`config.mk`:
```
export PLATFORM = sky130hd
export DESIGN_NAME = memory_arbiter_flat
export DESIGN_NICKNAME = d
export VERILOG_FILES = /design/src/rtl/memory_arbiter_if.sv /design/src/rtl/memory_arbiter.sv /design/src/flat_wrapper.sv
export SDC_FILE = /design/constraint.sdc
export NUM_CORES = 1
export LEC_CHECK = 0
export BUFFER_PORTS_ARGS = -buffer_cell sky130_fd_sc_hd__buf_2
export CAP_MARGIN = 10
export CORE_AREA = 2 2 280 282
export CTS_CLUSTER_DIAMETER = 50
export DETAILED_ROUTE_END_ITERATION = 10
export DIE_AREA = 0 0 282 284
export HOLD_SLACK_MARGIN = 0.03
export PLACE_DENSITY = 0.5
export SYNTH_ARGS = -nofsm -noshare
export SYNTH_HDL_FRONTEND = slang
export SYNTH_SLANG_ARGS = --single-unit
```
`constraint.sdc`:
```
create_clock -name clock -period 17.2 [get_ports clock]
set_input_delay 4.3 -clock clock [delete_from_list [all_inputs] [get_ports clock]]
set_output_delay 4.3 -clock clock [all_outputs]
set_load 0.03 [all_outputs]
```
`src/rtl/memory_arbiter_if.sv`:
```
// Cache-side and memory-side signal bundle for memory_arbiter.
// The arbiter uses the slave view; the caches and memory model use the master view.
interface memory_arbiter_if #(
  parameter int LINE_WIDTH = 128,
  parameter int ADDR_WIDTH = 20
);
  logic                  i_miss;
  logic [ADDR_WIDTH-1:0] i_address;
  logic [LINE_WIDTH-1:0] i_fill_data;
  logic                  i_fill_valid;

  logic                  d_miss;
  logic                  d_write;
  logic [ADDR_WIDTH-1:0] d_address;
  logic [LINE_WIDTH-1:0] d_wdata;
  logic [LINE_WIDTH-1:0] d_fill_data;
  logic                  d_fill_valid;
  logic                  d_write_done;

  logic                  mem_req;
  logic                  mem_we;
  logic [ADDR_WIDTH-1:0] mem_addr;
  logic [LINE_WIDTH-1:0] mem_wdata;
  logic [LINE_WIDTH-1:0] mem_rdata;
  logic                  mem_ready;

  logic                  busy;
  logic                  grant_d;

  modport slave (
    input  i_miss, i_address, d_miss, d_write, d_address, d_wdata, mem_rdata, mem_ready,
    output i_fill_data, i_fill_valid, d_fill_data, d_fill_valid, d_write_done,
           mem_req, mem_we, mem_addr, mem_wdata, busy, grant_d
  );

  modport master (
    output i_miss, i_address, d_miss, d_write, d_address, d_wdata, mem_rdata, mem_ready,
    input  i_fill_data, i_fill_valid, d_fill_data, d_fill_valid, d_write_done,
           mem_req, mem_we, mem_addr, mem_wdata, busy, grant_d
  );
endinterface

```
`src/rtl/memory_arbiter.sv`:
```
// Round-robin arbiter sharing one main-memory port between the I-cache and D-cache.
// One transaction at a time: IDLE (arbitrate) -> MEM (req/ready) -> RESP (one-cycle pulse).
module memory_arbiter #(
  parameter int LINE_WIDTH = 128,
  parameter int ADDR_WIDTH = 20
) (
  input  logic             clock,
  input  logic             reset,
  memory_arbiter_if.slave  bus
);
  typedef enum logic [1:0] {IDLE, MEM, RESP} state_t;

  state_t                r_state, w_state_next;
  logic                  r_last_d, w_last_d_next;
  logic                  r_owner_d, w_owner_d_next;
  logic                  r_we, w_we_next;
  logic [ADDR_WIDTH-1:0] r_addr, w_addr_next;
  logic [LINE_WIDTH-1:0] r_wdata, w_wdata_next;
  logic                  r_req, w_req_next;
  logic [LINE_WIDTH-1:0] r_i_fill, w_i_fill_next;
  logic [LINE_WIDTH-1:0] r_d_fill, w_d_fill_next;
  logic                  r_i_vld, w_i_vld_next;
  logic                  r_d_vld, w_d_vld_next;
  logic                  r_wdone, w_wdone_next;
  logic                  r_busy;

  logic w_cand_i, w_cand_d, w_pick_d;

  assign w_cand_i = bus.i_miss;
  assign w_cand_d = bus.d_write | bus.d_miss;
  // On a tie the D-cache wins unless it owned the previous transaction.
  assign w_pick_d = w_cand_d & (~w_cand_i | ~r_last_d);

  always_comb begin
    w_state_next   = r_state;
    w_last_d_next  = r_last_d;
    w_owner_d_next = r_owner_d;
    w_we_next      = r_we;
    w_addr_next    = r_addr;
    w_wdata_next   = r_wdata;
    w_req_next     = 1'b0;
    w_i_fill_next  = r_i_fill;
    w_d_fill_next  = r_d_fill;
    w_i_vld_next   = 1'b0;
    w_d_vld_next   = 1'b0;
    w_wdone_next   = 1'b0;

    case (r_state)
      IDLE: begin
        if (w_cand_i | w_cand_d) begin
          w_owner_d_next = w_pick_d;
          w_last_d_next  = w_pick_d;
          // d_write has priority over d_miss so a dirty line leaves before its replacement arrives.
          w_we_next      = w_pick_d & bus.d_write;
          w_addr_next    = w_pick_d ? bus.d_address : bus.i_address;
          w_wdata_next   = (w_pick_d & bus.d_write) ? bus.d_wdata : '0;
          w_req_next     = 1'b1;
          w_state_next   = MEM;
        end
      end
      MEM: begin
        w_req_next = 1'b1;
        if (bus.mem_ready) begin
          w_req_next   = 1'b0;
          w_state_next = RESP;
          if (!r_we) begin
            if (r_owner_d) w_d_fill_next = bus.mem_rdata;
            else           w_i_fill_next = bus.mem_rdata;
          end
          w_wdone_next = r_owner_d & r_we;
          w_d_vld_next = r_owner_d & ~r_we;
          w_i_vld_next = ~r_owner_d;
        end
      end
      RESP: begin
        w_state_next = IDLE;
      end
      default: begin
        w_state_next = IDLE;
      end
    endcase
  end

  always_ff @(posedge clock or posedge reset) begin
    if (reset) begin
      r_state   <= IDLE;
      r_last_d  <= 1'b0;
      r_owner_d <= 1'b0;
      r_we      <= 1'b0;
      r_addr    <= '0;
      r_wdata   <= '0;
      r_req     <= 1'b0;
      r_i_fill  <= '0;
      r_d_fill  <= '0;
      r_i_vld   <= 1'b0;
      r_d_vld   <= 1'b0;
      r_wdone   <= 1'b0;
      r_busy    <= 1'b0;
    end else begin
      r_state   <= w_state_next;
      r_last_d  <= w_last_d_next;
      r_owner_d <= w_owner_d_next;
      r_we      <= w_we_next;
      r_addr    <= w_addr_next;
      r_wdata   <= w_wdata_next;
      r_req     <= w_req_next;
      r_i_fill  <= w_i_fill_next;
      r_d_fill  <= w_d_fill_next;
      r_i_vld   <= w_i_vld_next;
      r_d_vld   <= w_d_vld_next;
      r_wdone   <= w_wdone_next;
      r_busy    <= (w_state_next != IDLE);
    end
  end

  assign bus.mem_req      = r_req;
  assign bus.mem_we       = r_we;
  assign bus.mem_addr     = r_addr;
  assign bus.mem_wdata    = r_wdata;
  assign bus.i_fill_data  = r_i_fill;
  assign bus.i_fill_valid = r_i_vld;
  assign bus.d_fill_data  = r_d_fill;
  assign bus.d_fill_valid = r_d_vld;
  assign bus.d_write_done = r_wdone;
  assign bus.busy         = r_busy;
  assign bus.grant_d      = r_owner_d;
endmodule

```
`src/flat_wrapper.sv`:
```
// flat-port wrapper written by rule: the top's interface ports become plain ports
module memory_arbiter_flat 
#(
  parameter int LINE_WIDTH = 128,
  parameter int ADDR_WIDTH = 20
)
  (clock, reset, bus_i_miss, bus_i_address, bus_d_miss, bus_d_write, bus_d_address, bus_d_wdata, bus_mem_rdata, bus_mem_ready, bus_i_fill_data, bus_i_fill_valid, bus_d_fill_data, bus_d_fill_valid, bus_d_write_done, bus_mem_req, bus_mem_we, bus_mem_addr, bus_mem_wdata, bus_busy, bus_grant_d);
  memory_arbiter_if #(.LINE_WIDTH(LINE_WIDTH), .ADDR_WIDTH(ADDR_WIDTH)) bus_i ();
  input  logic clock;
  input  logic reset;
  input wire logic [$bits(bus_i.i_miss)-1:0] bus_i_miss;
  input wire logic [$bits(bus_i.i_address)-1:0] bus_i_address;
  input wire logic [$bits(bus_i.d_miss)-1:0] bus_d_miss;
  input wire logic [$bits(bus_i.d_write)-1:0] bus_d_write;
  input wire logic [$bits(bus_i.d_address)-1:0] bus_d_address;
  input wire logic [$bits(bus_i.d_wdata)-1:0] bus_d_wdata;
  input wire logic [$bits(bus_i.mem_rdata)-1:0] bus_mem_rdata;
  input wire logic [$bits(bus_i.mem_ready)-1:0] bus_mem_ready;
  output wire logic [$bits(bus_i.i_fill_data)-1:0] bus_i_fill_data;
  output wire logic [$bits(bus_i.i_fill_valid)-1:0] bus_i_fill_valid;
  output wire logic [$bits(bus_i.d_fill_data)-1:0] bus_d_fill_data;
  output wire logic [$bits(bus_i.d_fill_valid)-1:0] bus_d_fill_valid;
  output wire logic [$bits(bus_i.d_write_done)-1:0] bus_d_write_done;
  output wire logic [$bits(bus_i.mem_req)-1:0] bus_mem_req;
  output wire logic [$bits(bus_i.mem_we)-1:0] bus_mem_we;
  output wire logic [$bits(bus_i.mem_addr)-1:0] bus_mem_addr;
  output wire logic [$bits(bus_i.mem_wdata)-1:0] bus_mem_wdata;
  output wire logic [$bits(bus_i.busy)-1:0] bus_busy;
  output wire logic [$bits(bus_i.grant_d)-1:0] bus_grant_d;
  assign bus_i.i_miss = bus_i_miss;
  assign bus_i.i_address = bus_i_address;
  assign bus_i.d_miss = bus_d_miss;
  assign bus_i.d_write = bus_d_write;
  assign bus_i.d_address = bus_d_address;
  assign bus_i.d_wdata = bus_d_wdata;
  assign bus_i.mem_rdata = bus_mem_rdata;
  assign bus_i.mem_ready = bus_mem_ready;
  assign bus_i_fill_data = bus_i.i_fill_data;
  assign bus_i_fill_valid = bus_i.i_fill_valid;
  assign bus_d_fill_data = bus_i.d_fill_data;
  assign bus_d_fill_valid = bus_i.d_fill_valid;
  assign bus_d_write_done = bus_i.d_write_done;
  assign bus_mem_req = bus_i.mem_req;
  assign bus_mem_we = bus_i.mem_we;
  assign bus_mem_addr = bus_i.mem_addr;
  assign bus_mem_wdata = bus_i.mem_wdata;
  assign bus_busy = bus_i.busy;
  assign bus_grant_d = bus_i.grant_d;
  memory_arbiter #(.LINE_WIDTH(LINE_WIDTH), .ADDR_WIDTH(ADDR_WIDTH)) u_core (.clock(clock), .reset(reset), .bus(bus_i));
endmodule
```
==> metrics <==
Max Cap Viol=0; Root Driver=clkbuf_16; Synth Register Bits=413; CTS HTree Levels=2; Die Span Y=284 µm; drc violations=0; Tcrit/Tclk final=39.5%; Slew @ Worst Pin=1.04 ns; Yosys cell types=20; routed wire length=48.4 mm; gr usage total=11.5%; sequential cell area=10300 µm²; wire length per cell=17.7 µm; Setup TNS Final=0 ns; max-slew violation count=0; Layout area overhead=42.6%; Die X=282 µm; clock latency at the later pin of the worst-skew pair=0.59 ns; Layout Nets=1941; peak supply drop=0.110 mV; Hold Vio Cnt, Final=0; GRT overflow=0; initial core utilization=20.3%; share of layout cells above drive strength 1=66.8%; Tot Pwr=5420 µW; Fill cells=7913; DP HPWL=35.1 mm; per-instance average area after synthesis=17.1 µm²; WP data required=17.83 ns; synth warn=0; CTS tree=done; CTS Hold Bufs=0; Post-CTS Setup Repair Bufs=0; HP Class=flip-flop to flip-flop; Leak Pwr=0.0114 µW; skew final=0.0280 ns; Mapped Area=15700 µm²; CTS Buffer Depth=3; initial antenna violation count=9; outcome=finished, final reports clean; relative slew slack=30.5%; RD Place Congestion=0.764; TritonRoute pass-1 iters=4; CP max FO=118; CTS Buf Count=54; number of port buffers=712; Post-DRT Antenna Nets=0; TritonCTS Sinks=413; f_max=147 MHz; final setup fails=0; FP Rows=102; register area share after synthesis=66.0%; Cell Pwr Density=243 nW/µm²; Startpoint Class=primary input; crit path kind=primary input to async pin; min cycle time layout=6.79 ns; DR vias=10.8k; total die area=80100 µm²; global-route wire length before repair=71.6 mm; vias in the first global route=11.5k; Multi-input gate area=4980 µm²; largest net degree at the start of global routing=119; fin util=29.0%; vias per cell=3.95; first-iteration detailed-routing DRC count=374; post-synthesis cell count=917; PostCTS Resize Cnt=0; syn nets=1219; Core Area=77000 µm²; CP arrival=7.42 ns; RSZ-0062 raised after global routing=false; number of I/O pins=713; clk slew on worst S/H paths=0.05 ns; Worst Setup End Kind=async pin
[layout make-up]
type	instances	area share [%]
multi-input cells	441	22.3
clock buffers	73	7.15
well taps	1040	5.83
inverters	3	0.0841
flip-flops and latches	413	46.3
repair buffers	726	16.5
diodes	5	0.0561
clock inverters	28	1.78
[where the power goes]
group	internal, µW	switching, µW
Sequential	1460	265
Clock	775	449
Combinational	881	1590
[cell usage in the layout (no fill, tap or decap), types with 3 or more instances in the layout]
cell / synthesis / final
a22o_1: 128 / 128
buf_2: 24 / 712
buf_4: 0 / 13
bufinv_16: 0 / 8
clkbuf_1: 19 / 5
clkbuf_16: 0 / 57
clkbuf_8: 0 / 11
clkinv_2: 0 / 3
clkinv_4: 0 / 3
clkinvlp_4: 0 / 7
dfrtp_1: 413 / 413
diode_2: 0 / 5
inv_6: 0 / 6
mux2_2: 196 / 196
mux2_4: 100 / 100
[cells in the mapped netlist (all sizes together)]
master / instances / area share (%)
o2bb2ai: 1 / 0.056
o31ai: 1 / 0.080
nor3: 2 / 0.064
nand2: 2 / 0.048
nand3b: 1 / 0.13
nor2: 2 / 0.048
a21o: 2 / 0.096
or3b: 1 / 0.072
dfrtp: 413 / 66
inv: 3 / 0.072
clkbuf: 19 / 0.46
o21ai: 2 / 0.064
mux2: 296 / 24
buf: 41 / 1.8
nand2b: 1 / 0.040
and3: 2 / 0.080
a22o: 128 / 7.2
[per-stage QoR]
step	setup WS, ns	std cells	cell area (µm²)	hold WS [ns]
6_report	10.41	2729	22300	0.496
5_1_grt	9.85	2728	22300	0.509
4_1_cts	10.26	2723	22300	0.500
3_5_place_dp	9.62	2622	20300	0.487
3_3_place_gp	9.76	2622	20300	0.484
2_1_floorplan	1.41	917	15700	0.567
[critical path, stage by stage]
cell and delay (ns):
buf_2 0.13, inv_8 0.57, buf_4 0.82, buf_4 0.73, buf_4 0.70
[logic make-up (layout without fill, tap and decap cells)]
family / Yosys count / count (layout) / share of synthesized area (%)
other: 0 / 5 / 0
and+or+nand+nor: 11 / 11 / 0.480
AOI/OAI and AO/OA: 134 / 134 / 7.46
DFF: 413 / 413 / 66.0
buffers and inverters: 63 / 830 / 2.33
muxes: 296 / 296 / 23.7
[per-layer routing]
layer / GRT usage [%] / up-vias / share of wire, %
li1: - / 4805 / -
met1: 12.6 / 5377 / 37
met2: 20.5 / 496 / 51
met3: 4.08 / 98 / 9.3
met4: 3.64 / 10 / 2.7
met5: 0 / - / 0.15
[flip-flops by register name, summed over array words and instances, names as in the netlist]
register                 cells
u_core.bus.d_fill_data     128
u_core.bus.d_fill_valid      1
u_core.bus.i_fill_data     128
u_core.r_last_d              1
u_core.bus.mem_wdata       128
u_core.bus.busy              1
u_core.bus.mem_addr         20
u_core.bus.mem_we            1
u_core.bus.mem_req           1
u_core.bus.i_fill_valid      1
u_core.bus.d_write_done      1
u_core.r_state               2
[final timing paths]
kind                       cells past startpoint                          to              startpoint  slack (ns)
setup / recovery                               5    u_core.bus.mem_wdata[90]                   reset       10.41
hold / removal                                 1      u_core.bus.mem_addr[2]  u_core.bus.mem_addr[2]        0.50
setup reg to reg                               3  u_core.bus.d_fill_data[85]         u_core.r_last_d       14.39
hold reg to reg                                1      u_core.bus.mem_addr[2]  u_core.bus.mem_addr[2]        0.50
max in group clock                             5    u_core.bus.mem_wdata[34]             bus_d_write       11.01
min in group asynchronous                      2  u_core.bus.d_fill_data[96]                   reset        3.89
Power figures use the tool's default switching activity.
